`src/rtl/ex_div_if.sv`:
```
// Pipeline-side handshake for the EX-stage divider: operands/control from EX,
// results and stall request back to the pipeline.
interface ex_div_if #(
   parameter int WIDTH = 32
);
   logic             start;
   logic             signed_div;
   logic [WIDTH-1:0] dividend;
   logic [WIDTH-1:0] divisor;
   logic             flush;
   logic [WIDTH-1:0] quotient;
   logic [WIDTH-1:0] remainder;
   logic             done;
   logic             stallreq;

   modport master (
      output start, signed_div, dividend, divisor, flush,
      input  quotient, remainder, done, stallreq
   );

   modport slave (
      input  start, signed_div, dividend, divisor, flush,
      output quotient, remainder, done, stallreq
   );
endinterface

```
`src/rtl/ex_div.sv`:
```
// Multi-cycle radix-2 restoring divider for div.w/div.wu/mod.w/mod.wu in EX.
// state     | meaning
// S_IDLE    | waiting for start; latches operands
// S_DIVZERO | divisor was zero; one cycle before result
// S_ON      | one restoring iteration per cycle, cnt 0..WIDTH-1
// S_END     | done pulse, results valid, back to idle
module ex_div #(
   parameter int WIDTH = 32
) (
   input logic   clk,
   input logic   rst,
   ex_div_if.slave bus
);
   localparam int CW = $clog2(WIDTH);
   localparam logic [1:0] S_IDLE    = 2'd0;
   localparam logic [1:0] S_DIVZERO = 2'd1;
   localparam logic [1:0] S_ON      = 2'd2;
   localparam logic [1:0] S_END     = 2'd3;

   logic [1:0]       state;
   logic [CW-1:0]    cnt;
   logic [2*WIDTH:0] work;
   logic [2*WIDTH:0] work_sh;
   logic [2*WIDTH:0] work_nxt;
   logic [WIDTH:0]   trial;
   logic [WIDTH-1:0] dsr;
   logic [WIDTH-1:0] dvd_abs;
   logic [WIDTH-1:0] dsr_abs;
   logic [WIDTH-1:0] q_fin;
   logic [WIDTH-1:0] r_fin;
   logic [WIDTH-1:0] quotient_q;
   logic [WIDTH-1:0] remainder_q;
   logic             done_q;
   logic             q_neg;
   logic             r_neg;

   always_comb begin
      dvd_abs  = (bus.signed_div && bus.dividend[WIDTH-1]) ? -bus.dividend : bus.dividend;
      dsr_abs  = (bus.signed_div && bus.divisor[WIDTH-1])  ? -bus.divisor  : bus.divisor;
      work_sh  = work << 1;
      // upper half is always below 2*dsr, so bit WIDTH of the difference is its sign
      trial    = work_sh[2*WIDTH:WIDTH] - {1'b0, dsr};
      work_nxt = work_sh;
      if (!trial[WIDTH]) begin
         work_nxt[2*WIDTH:WIDTH] = trial;
         work_nxt[0]             = 1'b1;
      end
      q_fin = q_neg ? -work_nxt[WIDTH-1:0]       : work_nxt[WIDTH-1:0];
      r_fin = r_neg ? -work_nxt[2*WIDTH-1:WIDTH] : work_nxt[2*WIDTH-1:WIDTH];
   end

   always_ff @(posedge clk or negedge rst) begin
      if (!rst) begin
         state       <= S_IDLE;
         cnt         <= '0;
         work        <= '0;
         dsr         <= '0;
         q_neg       <= 1'b0;
         r_neg       <= 1'b0;
         quotient_q  <= '0;
         remainder_q <= '0;
         done_q      <= 1'b0;
      end else begin
         done_q <= 1'b0;
         if (bus.flush) begin
            state <= S_IDLE;
         end else begin
            case (state)
               S_IDLE: begin
                  if (bus.start) begin
                     cnt <= '0;
                     if (bus.divisor == '0) begin
                        state <= S_DIVZERO;
                        work  <= {{(WIDTH+1){1'b0}}, bus.dividend};
                     end else begin
                        state <= S_ON;
                        work  <= {{(WIDTH+1){1'b0}}, dvd_abs};
                        dsr   <= dsr_abs;
                        q_neg <= bus.signed_div & (bus.dividend[WIDTH-1] ^ bus.divisor[WIDTH-1]);
                        r_neg <= bus.signed_div & bus.dividend[WIDTH-1];
                     end
                  end
               end
               S_DIVZERO: begin
                  state       <= S_END;
                  done_q      <= 1'b1;
                  quotient_q  <= '1;
                  remainder_q <= work[WIDTH-1:0];
               end
               S_ON: begin
                  work <= work_nxt;
                  cnt  <= cnt + 1'b1;
                  if (cnt == CW'(WIDTH-1)) begin
                     state       <= S_END;
                     done_q      <= 1'b1;
                     quotient_q  <= q_fin;
                     remainder_q <= r_fin;
                  end
               end
               default: state <= S_IDLE;
            endcase
         end
      end
   end

   assign bus.quotient  = quotient_q;
   assign bus.remainder = remainder_q;
   assign bus.done      = done_q;
   assign bus.stallreq  = rst & ~bus.flush &
                          (((state == S_IDLE) & bus.start) | (state == S_DIVZERO) | (state == S_ON));
endmodule
```
`src/flat_wrapper.sv`:
```
// flat-port wrapper written by rule: the top's interface ports become plain ports
module ex_div_flat 
#(
   parameter int WIDTH = 32
)
  (clk, rst, bus_start, bus_signed_div, bus_dividend, bus_divisor, bus_flush, bus_quotient, bus_remainder, bus_done, bus_stallreq);
  ex_div_if #(.WIDTH(WIDTH)) bus_i ();
  input logic clk;
  input logic rst;
  input wire logic [$bits(bus_i.start)-1:0] bus_start;
  input wire logic [$bits(bus_i.signed_div)-1:0] bus_signed_div;
  input wire logic [$bits(bus_i.dividend)-1:0] bus_dividend;
  input wire logic [$bits(bus_i.divisor)-1:0] bus_divisor;
  input wire logic [$bits(bus_i.flush)-1:0] bus_flush;
  output wire logic [$bits(bus_i.quotient)-1:0] bus_quotient;
  output wire logic [$bits(bus_i.remainder)-1:0] bus_remainder;
  output wire logic [$bits(bus_i.done)-1:0] bus_done;
  output wire logic [$bits(bus_i.stallreq)-1:0] bus_stallreq;
  assign bus_i.start = bus_start;
  assign bus_i.signed_div = bus_signed_div;
  assign bus_i.dividend = bus_dividend;
  assign bus_i.divisor = bus_divisor;
  assign bus_i.flush = bus_flush;
  assign bus_quotient = bus_i.quotient;
  assign bus_remainder = bus_i.remainder;
  assign bus_done = bus_i.done;
  assign bus_stallreq = bus_i.stallreq;
  ex_div #(.WIDTH(WIDTH)) u_core (.clk(clk), .rst(rst), .bus(bus_i));
endmodule
```
`config.mk`:
```
export PLATFORM = sky130hd
export DESIGN_NAME = ex_div_flat
export DESIGN_NICKNAME = d
export VERILOG_FILES = /design/src/rtl/ex_div_if.sv /design/src/rtl/ex_div.sv /design/src/flat_wrapper.sv
export SDC_FILE = /design/constraint.sdc
export NUM_CORES = 1
export LEC_CHECK = 0
export ABC_AREA = 0
export BUFFER_PORTS_ARGS = -buffer_cell sky130_fd_sc_hd__buf_4
export CORE_UTILIZATION = 55
export DETAILED_ROUTE_END_ITERATION = 16
export PLACE_DENSITY = 0.76
export SLEW_MARGIN = 30
export SYNTH_ARGS = -nofsm -noshare
export SYNTH_HDL_FRONTEND = slang
export SYNTH_SLANG_ARGS = --single-unit
```
`constraint.sdc`:
```
create_clock -name clk -period 13.02 [get_ports clk]
set_input_delay 2.604 -clock clk [delete_from_list [all_inputs] [get_ports clk]]
set_output_delay 2.604 -clock clk [all_outputs]
set_load 0.02 [all_outputs]
```
### After elaboration in Yosys (flattened, before gate mapping)

Index checks and enable logic that the tools add are counted.

| word-level totals | value |
|---|---|
| logic and storage cells | 65 |
| output and inout port bits | 66 |
| input bits | 69 |
| bits in registers | 170 |

| operators by class | value |
|---|---|
| $add $sub $neg | 6 |
| bitwise operators | 10 |
| reductions and logical operators | 10 |
| multiplexer cells | 23 |
| equality and inequality tests | 7 |

Operators by type and width:

| kind | count |
|---|---|
| 2-to-1 mux 32 bit | 8 |
| negation 32 bit | 4 |
| case mux 32 bit (2 select lines) | 2 |
| case mux 64 bit (2 select lines) | 1 |
| 2-to-1 mux 64 bit | 1 |
| subtractor 33 x 32 -> 33 bit | 1 |
| logical NOT 32 bit | 1 |
| case mux 5 bit (2 select lines) | 1 |
| 2-to-1 mux 2 bit | 4 |
| case mux 2 bit (3 select lines) | 1 |
| AND reduction 3 bit | 2 |
| adder 5 x 1 -> 5 bit, second input constant | 1 |
| bitwise AND 1 bit | 5 |
| == test 5 bit, second input constant | 1 |
| 2-to-1 mux 5 bit | 1 |
| AND reduction 4 bit | 1 |
| nonzero test 2 bit | 2 |
| 2-to-1 mux 1 bit | 3 |
| inequality test 3 x 2 -> 1 bit, second input constant | 1 |
| inequality test 3 bit, second input constant | 1 |
| == test 2 x 1 -> 1 bit, second input constant | 1 |
| == test 2 bit, second input constant | 1 |
| logical AND 1 bit | 2 |
| logical NOT 2 bit | 1 |
| other kinds (7) | 9 |

### Longest topological paths before layout

Gate-level depths: netlist (run 1).

| depth | value |
|---|---|
| depth in word-level cells | 6 |
| depth in mapped cells | 26 |
| gate-level depth less buffers | 23 |

### Worst setup path before layout (run 1)

Ideal clock, no wire load.

| path | value |
|---|---|
| path type | input-to-output |
| start | in bus_flush |
| end | out bus_stallreq |
| data required time | 10.416 ns |
| slack | 7.140 ns |
| path buffers | 1 |
| arrival | 3.276 ns |
| stages on the path | 3 |
| cells stage by stage | clkbuf_1 nand2b_1 a21oi_1 |

| between the ends | value |
|---|---|
| cells in the longest elaborated chain, start to end | 3 |

Ends and longest elaborated chain:

| what | RTL line | text |
|---|---|---|
| start: declaration | flat_wrapper.sv:14 | `input wire logic [$bits(bus_i.flush)-1:0] bus_flush;` |
| inverter 1 bit (no source line) | - |  |
| bitwise AND 1 bit (2 in series) | ex_div.sv:109 | `assign bus.stallreq = rst & ~bus.flush &` |
| end: declaration | flat_wrapper.sv:18 | `output wire logic [$bits(bus_i.stallreq)-1:0] bus_stallreq;` |

No other way between the ends.

### Worst setup path in the final report (run 1)

| path | value |
|---|---|
| start | in rst |
| end | out bus_stallreq |

| between the ends | value |
|---|---|
| cells in the longest elaborated chain, start to end | 2 |

Ends and longest elaborated chain:

| what | RTL line | text |
|---|---|---|
| start: declaration | flat_wrapper.sv:9 | `input logic rst;` |
| bitwise AND 1 bit (2 in series) | ex_div.sv:109 |  |

No other way between the ends.

==> results of run 1 <==
## registers in the layout (all words and copies together), names as in the netlist
name and cells:
u_core.bus.quotient 32, u_core.bus.remainder 32, u_core.r_neg 1, u_core.q_neg 1
u_core.bus.done 1, u_core.cnt 5, u_core.dsr 32, u_core.state 2
u_core.work 64
## worst max-delay path by stage
stage                                 from                                   end  slack (ns)  cells past startpoint
3_3_place_gp                bus_divisor[8]            u_core.work[2]$_DFFE_PN0P_        6.84                     13
3_5_place_dp                bus_divisor[8]             u_core.dsr[2]$_DFFE_PN0P_        6.90                     11
2_1_floorplan                    bus_flush                          bus_stallreq        7.14                      3
4_1_cts                                rst                          bus_stallreq        7.02                      4
5_1_grt        u_core.work[31]$_DFFE_PN0P_  u_core.bus.remainder[30]$_DFFE_PN0P_        6.68                     23
6_report                               rst                          bus_stallreq        7.04                      4
## where the power goes
| part | total (mW) | leakage, nW | internal (mW) | switching, mW |
|---|---|---|---|---|
| Combinational | 1.38 | 3.56 | 0.549 | 0.832 |
| Clock | 0.508 | 0.282 | 0.256 | 0.252 |
| Sequential | 0.971 | 2.01 | 0.733 | 0.238 |
## synth_stat cells (all sizes together), types with 3 or more instances
master   number
o21a         10
or3          27
inv          58
or4          13
a21o          9
o21ai       133
o31ai        21
nor2b         4
a31oi        15
or2          11
nand2       149
o41ai        16
xor2         86
o2111ai       3
a22o          7
a211o         4
and3         13
nand2b        9
dfrtp       170
clkbuf       53
buf          19
nor2        155
nand3        17
nand4        11
nor4         11
a211oi       10
xnor2        57
and2          9
nand3b        3
o22ai        32
a22oi         6
nor3         25
mux2i        31
o211ai       12
a21oi       169
ha           42
o221ai        3
## per-layer routing
metal / global-route usage, % / vias up / wire length (µm)
li1: - / 5358 / -
met1: 44.5 / 5500 / 15300
met2: 52.3 / 425 / 16500
met3: 4.39 / 70 / 2030
met4: 10.0 / 0 / 786
met5: 0 / - / 0
## cells by family (layout without fill, tap and decap cells)
logic type	Yosys count	after routing	share of synthesized area, %
AOI/OAI and AO/OA	467	467	24.0
and+or+nand+nor	464	464	18.2
DFF	170	170	35.5
xor gates and xnor gates	143	143	10.6
buffers and inverters	131	235	4.31
adders and majority gates	43	43	4.56
muxes	33	33	2.78
## area by class of cell
| cell class | instances | area [µm²] |
|---|---|---|
| Clock buffer | 17 | 425 |
| Clock inverter | 15 | 141 |
| Fill cell | 1842 | 7430 |
| Inverter | 59 | 221 |
| Multi-Input combinational cell | 1150 | 7250 |
| Sequential cell | 170 | 4260 |
| Tap cell | 275 | 344 |
| Timing Repair Buffer | 144 | 1090 |
## metrics by stage
| step | power (mW) | util, % |
|---|---|---|
| 3_5_place_dp | 2.33 | 62.2 |
| 2_1_floorplan | 1.86 | - |
| 5_1_grt | 3.05 | 64.9 |
| 3_3_place_gp | 2.30 | 62.1 |
| 6_report | 2.86 | 64.9 |
| 4_1_cts | 2.85 | 64.8 |
==> results.toml, run 1 <==
[place]
io_buffers = 134
place_congestion = 0.882
hpwl_um = 24900
post-place-ws_ns = 6.90
placed_cells = 1798
placed_area_um2 = 13200

[die]
die_w_um = 150
coreArea_um2 = 21200
start_util_pct = 56.6
die-area_um2 = 22400
io_pins = 135
row_count = 53
fp.dieH_um = 150

[sta]
fin_crit_ns = 5.98
whs_ns = 0.484
fmax_ghz = 0.167
tns_ns = 0
worst_slew_pin_slew_ns = 0.967
clock_skew_ns = 0.0139
fin_ws_ns = 7.04
rsz0062_at_grt = "false"
final-hold-violation-count = 0
finalMaxSlewViolations = 0
setup_viol = 0
finalCritPeriodShare_pct = 46.0
relSlewSlack_pct = 35.4

[synthesis]
syn-instance-count = 1451
ys.warnings.count = 0
ys_ff_latch = 170
synthFlopType = "dfrtp_1"
synth_area_per_cell_um2 = 8.25
synth.cell_area_um2 = 12000
yosysSeqAreaShare_pct = 35.5
async_reset_ff_share_pct = 100
yosysUniqueCellTypes = 86
syn_nets = 1563
yosysTopAreaCell = "dfrtp_1"
yosysTopAreaCellShare_pct = 35.5
yosys-top-cells-area = "dfrtp_1 36%, a21oi_1 6.9%, xor2_1 6.3%"
synth-edff-count = 0

[critical_path]
reg2reg_depth = 23
reg2reg_to = "u_core.bus.remainder[30]$_DFFE_PN0P_"
critPathRequiredTime_ns = 10.42
path_buf_inv = 2
ff2ff_setup_slack_ns = 7.04
crit_chain = "buf_6, nand2b_1, a21oi_1, buf_4"
cp_max_fo = 44
cp-start-kind = "input pin"
arrival_ns = 3.38
critPathMaxStageDelay_ns = 0.33
critPathTopFamily = "buffers and inverters"
cpMaxStageDelayCell = "buf_6"
end_kind = "output port"
r2r_start = "u_core.work[31]$_DFFE_PN0P_"
critPathKind = "in2out"

[finish]
final_cells = 1830
final_layout_size_suffix_gt1_share_pct = 15.0
final_cell_mix = "169 x dfrtp_1, 164 x a21oi_1, 152 x nor2_1, 147 x nand2_1, 142 x buf_4"
diodes = 0
fin_nets = 1654
syn_to_final_growth_pct = 14.7
final_common_cell = "dfrtp_1"
design_area_um2 = 13700

[drt]
routed_wl_um = 34700
dr.pass1.iters = 5
vias = 11353
first_iter_violations = 925
drcViolationCount = 0
drtAntennaViolNets = 0
via_per_inst = 6.20
wire_per_inst_um = 18.9

[pwr]
p_leak_nw = 5.85
p_per_area_nw_per_um2 = 208
ir_drop_mv = 0.186

[outcome]
status = "finished, final reports clean"

[grt]
overflow = 0
grt_first_pass_wirelength_um = 56700
grt_pass1_vias = 11011
grt_usage_pct = 32.2
antenna_found_initial = 0
grt_max_degree = 75

[clock_network]
htreeDepth = 4
cts-buffers-inserted = 17
cts_resized = 0
ctsHoldBuffers = 0
clk_path_buf_depth = 2
numClockSinks = 170
insertion_delay_ns = 0.45
clockRootBuffer = "clkbuf_16"
clk_pin_slew_worst_paths_ns = 0.07
cts_tree = "yes"
cts_setup_buffers = 0

[hold_path]
hold_class = "reg2reg"
hp-start = "u_core.bus.quotient[25]$_DFFE_PN0P_"
hold_path_depth = 1
whs_endpoint = "u_core.bus.quotient[25]$_DFFE_PN0P_"

[flow_run]
maxCapViolCount = 0
Power figures use the tool's default switching activity.
==> inputs of run 2 (changes only) <==
clock period = 5.87 ns   (was 13.02 ns; I/O delays follow)
==> results.toml, run 2 (synthesis gave the netlist of run 1 again) <==
[outcome]
status = "finished, final reports clean"

[sta]
final-hold-violation-count = 0
fmax_ghz = 0.191
whs_ns = 0.481
setup_viol = 0
fin_crit_ns = 5.22
finalCritPeriodShare_pct = 89.0
worst_slew_pin_slew_ns = 0.954
clock_skew_ns = 0.0186
tns_ns = 0
finalMaxSlewViolations = 0
relSlewSlack_pct = 36.4
fin_ws_ns = 0.646
rsz0062_at_grt = "false"

[finish]
final_cells = 1835
fin_nets = 1659
final_cell_mix = "170 x dfrtp_1, 164 x a21oi_1, 152 x nor2_1, 148 x buf_4, 147 x nand2_1"
final_layout_size_suffix_gt1_share_pct = 15.2
largest_reg_flops = 64
top_register = "u_core.work"
syn_to_final_growth_pct = 15.2
diodes = 0
num-fill-cells = 1812
final_common_cell = "dfrtp_1"

[grt]
grt_usage_pct = 32.4
grt_max_degree = 65
overflow = 0
grt_first_pass_wirelength_um = 56700
grt_pass1_vias = 10711
antenna_found_initial = 0

[drt]
first_iter_violations = 957
wire_per_inst_um = 19.2
dr.pass1.iters = 6
drcViolationCount = 0
routed_wl_um = 35200
via_per_inst = 6.18
drtAntennaViolNets = 0
vias = 11333

[die]
row_count = 53
fp.dieH_um = 150
io_pins = 135
start_util_pct = 56.6
die_w_um = 150
coreArea_um2 = 21200
die-area_um2 = 22400

[pwr]
ir_drop_mv = 0.297
p_per_area_nw_per_um2 = 464
p_leak_nw = 5.88

[critical_path]
crit_chain = "inv_1, ha_1, inv_1, fa_1, a211oi_4, o21a_4, a21oi_2, o211a_1, o211ai_2, xnor2_4, inv_2, mux2i_1, ha_1, nand3b_1, or3b_2, or3_1, a22o_1, or2_4, o21ai_2, xnor2_1, o22ai_1"
cpMaxStageDelayCell = "or3b_2"
cp-start-kind = "register"
cp_max_fo = 5
end_kind = "register"
critPathMaxStageDelay_ns = 0.55
arrival_ns = 5.52
critPathRequiredTime_ns = 6.17
critPathKind = "reg2reg"

[place]
post-place-ws_ns = 0.713
place_congestion = 0.940
placed_cells = 1803
hpwl_um = 26300
io_buffers = 134

[flow_run]
maxCapViolCount = 0

[clock_network]
cts-buffers-inserted = 17
cts_resized = 0
numClockSinks = 170
insertion_delay_ns = 0.44
clockRootBuffer = "clkbuf_16"
clk_path_buf_depth = 2
cts_tree = "yes"
cts_setup_buffers = 0
htreeDepth = 4
ctsHoldBuffers = 0
clk_pin_slew_worst_paths_ns = 0.07

[hold_path]
hold_class = "reg2reg"
-- run 2: cell count changes in the layout (fill, tap and decap cells not counted), moves of 2 or more --
cell      change
clkinv_4      +2
buf_4         +6
clkinv_8      +5
inv_8         -2
inv_6         -4
-- run 2: critical path, delay by kind of cell (launching register included) --
kind | cells | cell delay, ns
AND/OR/NAND/NOR | 4 | 1.38
XOR/XNOR | 2 | 0.31
buffers and inverters | 3 | 0.22
AO/OA/AOI/OAI | 8 | 1.65
adder cells (fa/ha/maj) | 3 | 0.84
multiplexers | 1 | 0.24
flip-flops | 1 | 0.42
-- run 2: path summary, 6_finish.rpt --
kind / cells past startpoint / startpoint / to / slack (ns)
setup / recovery: 21 / u_core.work[31]$_DFFE_PN0P_ / u_core.bus.remainder[24]$_DFFE_PN0P_ / 0.65
hold / removal: 1 / u_core.bus.quotient[25]$_DFFE_PN0P_ / u_core.bus.quotient[25]$_DFFE_PN0P_ / 0.48
setup reg to reg: 21 / u_core.work[31]$_DFFE_PN0P_ / u_core.bus.remainder[24]$_DFFE_PN0P_ / 0.65
hold reg to reg: 1 / u_core.bus.quotient[25]$_DFFE_PN0P_ / u_core.bus.quotient[25]$_DFFE_PN0P_ / 0.48
max in group asynchronous: 2 / rst / u_core.dsr[14]$_DFFE_PN0P_ / 3.96
min in group asynchronous: 1 / rst / u_core.bus.quotient[10]$_DFFE_PN0P_ / 0.67
-- run 2: area by class of cell --
cell class | instances | area [µm²] | share of cell area (%)
multi-input combinational | 1150 | 7240 | 52.5
tap | 275 | 344 | 2.50
timing repair buffer | 149 | 1120 | 8.14
inverter | 59 | 221 | 1.61
sequential | 170 | 4250 | 30.9
clock buffer | 17 | 425 | 3.09
clock inverter | 15 | 175 | 1.27
-- run 2: metal layers --
layer / global-route usage, % / up-vias / share of wire [%]
met3: 5.24 / 69 / 6.7
met1: 44.7 / 5443 / 44
met2: 51.1 / 440 / 47
met5: 0 / - / 0
met4: 12.2 / 0 / 2.8
li1: - / 5381 / -
-- run 2: power by group --
part,total (mW),switching (mW),leakage [nW],internal [mW]
logic,3.10,1.87,3.58,1.23
clock network,1.14,0.565,0.294,0.575
registers,2.15,0.528,2.01,1.62
total,6.39,2.96,5.88,3.43
-- run 2: through the flow --
step	area (µm²)	utilization [%]	total power, mW
after floorplan	12000	-	4.12
after CTS	13800	65.1	6.36
after global placement	13200	62.3	5.14
after global routing	13800	65.2	6.80
final	13800	65.2	6.39
after detailed placement	13200	62.3	5.22
==> inputs of run 3 (changes only) <==
--- a/config.mk
+++ b/config.mk
@@ -12,3 +12,3 @@
 export PLACE_DENSITY = 0.76
-export SLEW_MARGIN = 30
+export SLEW_MARGIN = 20
 export SYNTH_ARGS = -nofsm -noshare
==> constraint.sdc (replaced) <==
create_clock -name clk -period 5.87 [get_ports clk]
set_input_delay 0.8805 -clock clk [delete_from_list [all_inputs] [get_ports clk]]
set_output_delay 0.8805 -clock clk [all_outputs]
set_load 0.02 [all_outputs]
==> results.toml, run 3 (synthesis gave the netlist of run 1 again) <==
[finish]
final_cell_mix = "170 x dfrtp_1, 164 x a21oi_1, 153 x nor2_1, 148 x nand2_1, 146 x buf_4"
largest_reg_flops = 64
fin_nets = 1657
top_register = "u_core.work"
diodes = 0
final_common_cell = "dfrtp_1"
syn_to_final_growth_pct = 15.0
final_layout_size_suffix_gt1_share_pct = 14.9

[die]
row_count = 53
coreArea_um2 = 21200
start_util_pct = 56.6
die_w_um = 150
die-area_um2 = 22400
fp.dieH_um = 150
io_pins = 135

[sta]
finalCritPeriodShare_pct = 88.9
setup_viol = 0
finalMaxSlewViolations = 0
fin_crit_ns = 5.22
rsz0062_at_grt = "false"
tns_ns = 0
worst_slew_pin_slew_ns = 1.05
fmax_ghz = 0.192
clock_skew_ns = 0.0133
relSlewSlack_pct = 29.7
final-hold-violation-count = 0

[place]
io_buffers = 134
hpwl_um = 26100
place_congestion = 0.966

[clock_network]
insertion_delay_ns = 0.45
ctsHoldBuffers = 0
cts-buffers-inserted = 17
cts_setup_buffers = 0
cts_resized = 0
cts_tree = "yes"
htreeDepth = 4
clk_path_buf_depth = 2
clk_pin_slew_worst_paths_ns = 0.08
clockRootBuffer = "clkbuf_16"
numClockSinks = 170

[drt]
dr.pass1.iters = 7
drcViolationCount = 0
dr_wl_met2_um = 16300
dr_wl_met3_um = 2540
routed_wl_um = 35300
m1WireLength_um = 15200
top_layer = "met4"
via_per_inst = 6.23
vias = 11418
drtAntennaViolNets = 0
wire_per_inst_um = 19.2
first_iter_violations = 999

[pwr]
p_leak_nw = 5.87
p_per_area_nw_per_um2 = 465
power_mw = 6.40
internal-power_mw = 3.46
p_switching_mw = 2.94
pwr-share-comb_pct = 48.2
p_sw_share_pct = 45.9
seq_power_share_pct = 33.6
clkPwrFrac_pct = 18.3
ir_drop_mv = 0.296

[grt]
grt_max_degree = 65
grt_pass1_vias = 10784
overflow = 0
grt_first_pass_wirelength_um = 56800
grt_usage_pct = 32.5
antenna_found_initial = 0

[hold_path]
hold_class = "in2async"

[outcome]
status = "finished, final reports clean"

[critical_path]
arrival_ns = 5.52
end_kind = "register"
cp-start-kind = "register"
critPathKind = "reg2reg"
cp_max_fo = 5
critPathRequiredTime_ns = 6.17

[flow_run]
maxCapViolCount = 0
-- run 3: critical path, cell delays in order, from the launching register on --
cell and delay [ns]:
dfrtp_1 0.43, inv_1 0.09, ha_1 0.16, inv_1 0.07
fa_1 0.43, a211oi_4 0.29, o21a_4 0.22, a21oi_2 0.10
o211a_1 0.28, o211ai_2 0.26, xnor2_4 0.19, inv_2 0.08
mux2i_1 0.22, ha_1 0.24, nand3b_1 0.13, or3b_2 0.55
or3_1 0.39, a22o_1 0.27, or2_4 0.28, o21ai_2 0.14
xnor2_1 0.14, o22ai_1 0.11
-- run 3: cell type report --
cell class | count | area, µm²
inverters | 59 | 221
flip-flops and latches | 170 | 4250
well taps | 275 | 344
clock buffers | 17 | 425
clock inverters | 15 | 176
fillers | 1849 | 7390
repair buffers | 147 | 1110
multi-input cells | 1150 | 7230
-- run 3: power by group through the flow --
stage | clock network [mW] | registers, mW | logic (mW)
3_3_place_gp | 0 | 2.13 | 2.99
5_1_grt | 1.23 | 2.19 | 3.39
4_1_cts | 1.18 | 2.12 | 3.07
3_5_place_dp | 0 | 2.14 | 3.05
2_1_floorplan | 0 | 2.17 | 1.94
6_report | 1.17 | 2.15 | 3.08
-- run 3: metal layers --
metal | GRT usage [%] | up-vias
li1 | - | 5370
met1 | 44.6 | 5477
met2 | 51.4 | 489
met3 | 5.34 | 82
met4 | 12.2 | 0
met5 | 0 | -
-- run 3: path summary, 6_finish.rpt --
path,to,depth (start not counted),startpoint,slack [ns]
setup / recovery,u_core.bus.remainder[22]$_DFFE_PN0P_,21,u_core.work[31]$_DFFE_PN0P_,0.65
hold / removal,u_core.bus.quotient[10]$_DFFE_PN0P_,1,rst,0.37
setup reg to reg,u_core.bus.remainder[22]$_DFFE_PN0P_,21,u_core.work[31]$_DFFE_PN0P_,0.65
hold reg to reg,u_core.bus.remainder[12]$_DFFE_PN0P_,2,u_core.bus.remainder[12]$_DFFE_PN0P_,0.48
max in group asynchronous,u_core.dsr[13]$_DFFE_PN0P_,2,rst,4.22
min in group clk,u_core.bus.remainder[12]$_DFFE_PN0P_,2,u_core.bus.remainder[12]$_DFFE_PN0P_,0.48
-- run 3: stage by stage --
stage	cell area [µm²]	hold slack [ns]	instances	util, %	worst slack, ns
after global placement	13200	0.461	1801	62.2	0.926
after detailed placement	13200	0.473	1801	62.2	0.772
after global routing	13800	0.403	1833	65.1	0.395
after floorplan	12000	0.445	1451	-	0.562
final	13800	0.372	1833	65.1	0.651
after CTS	13800	0.388	1833	65.1	0.697
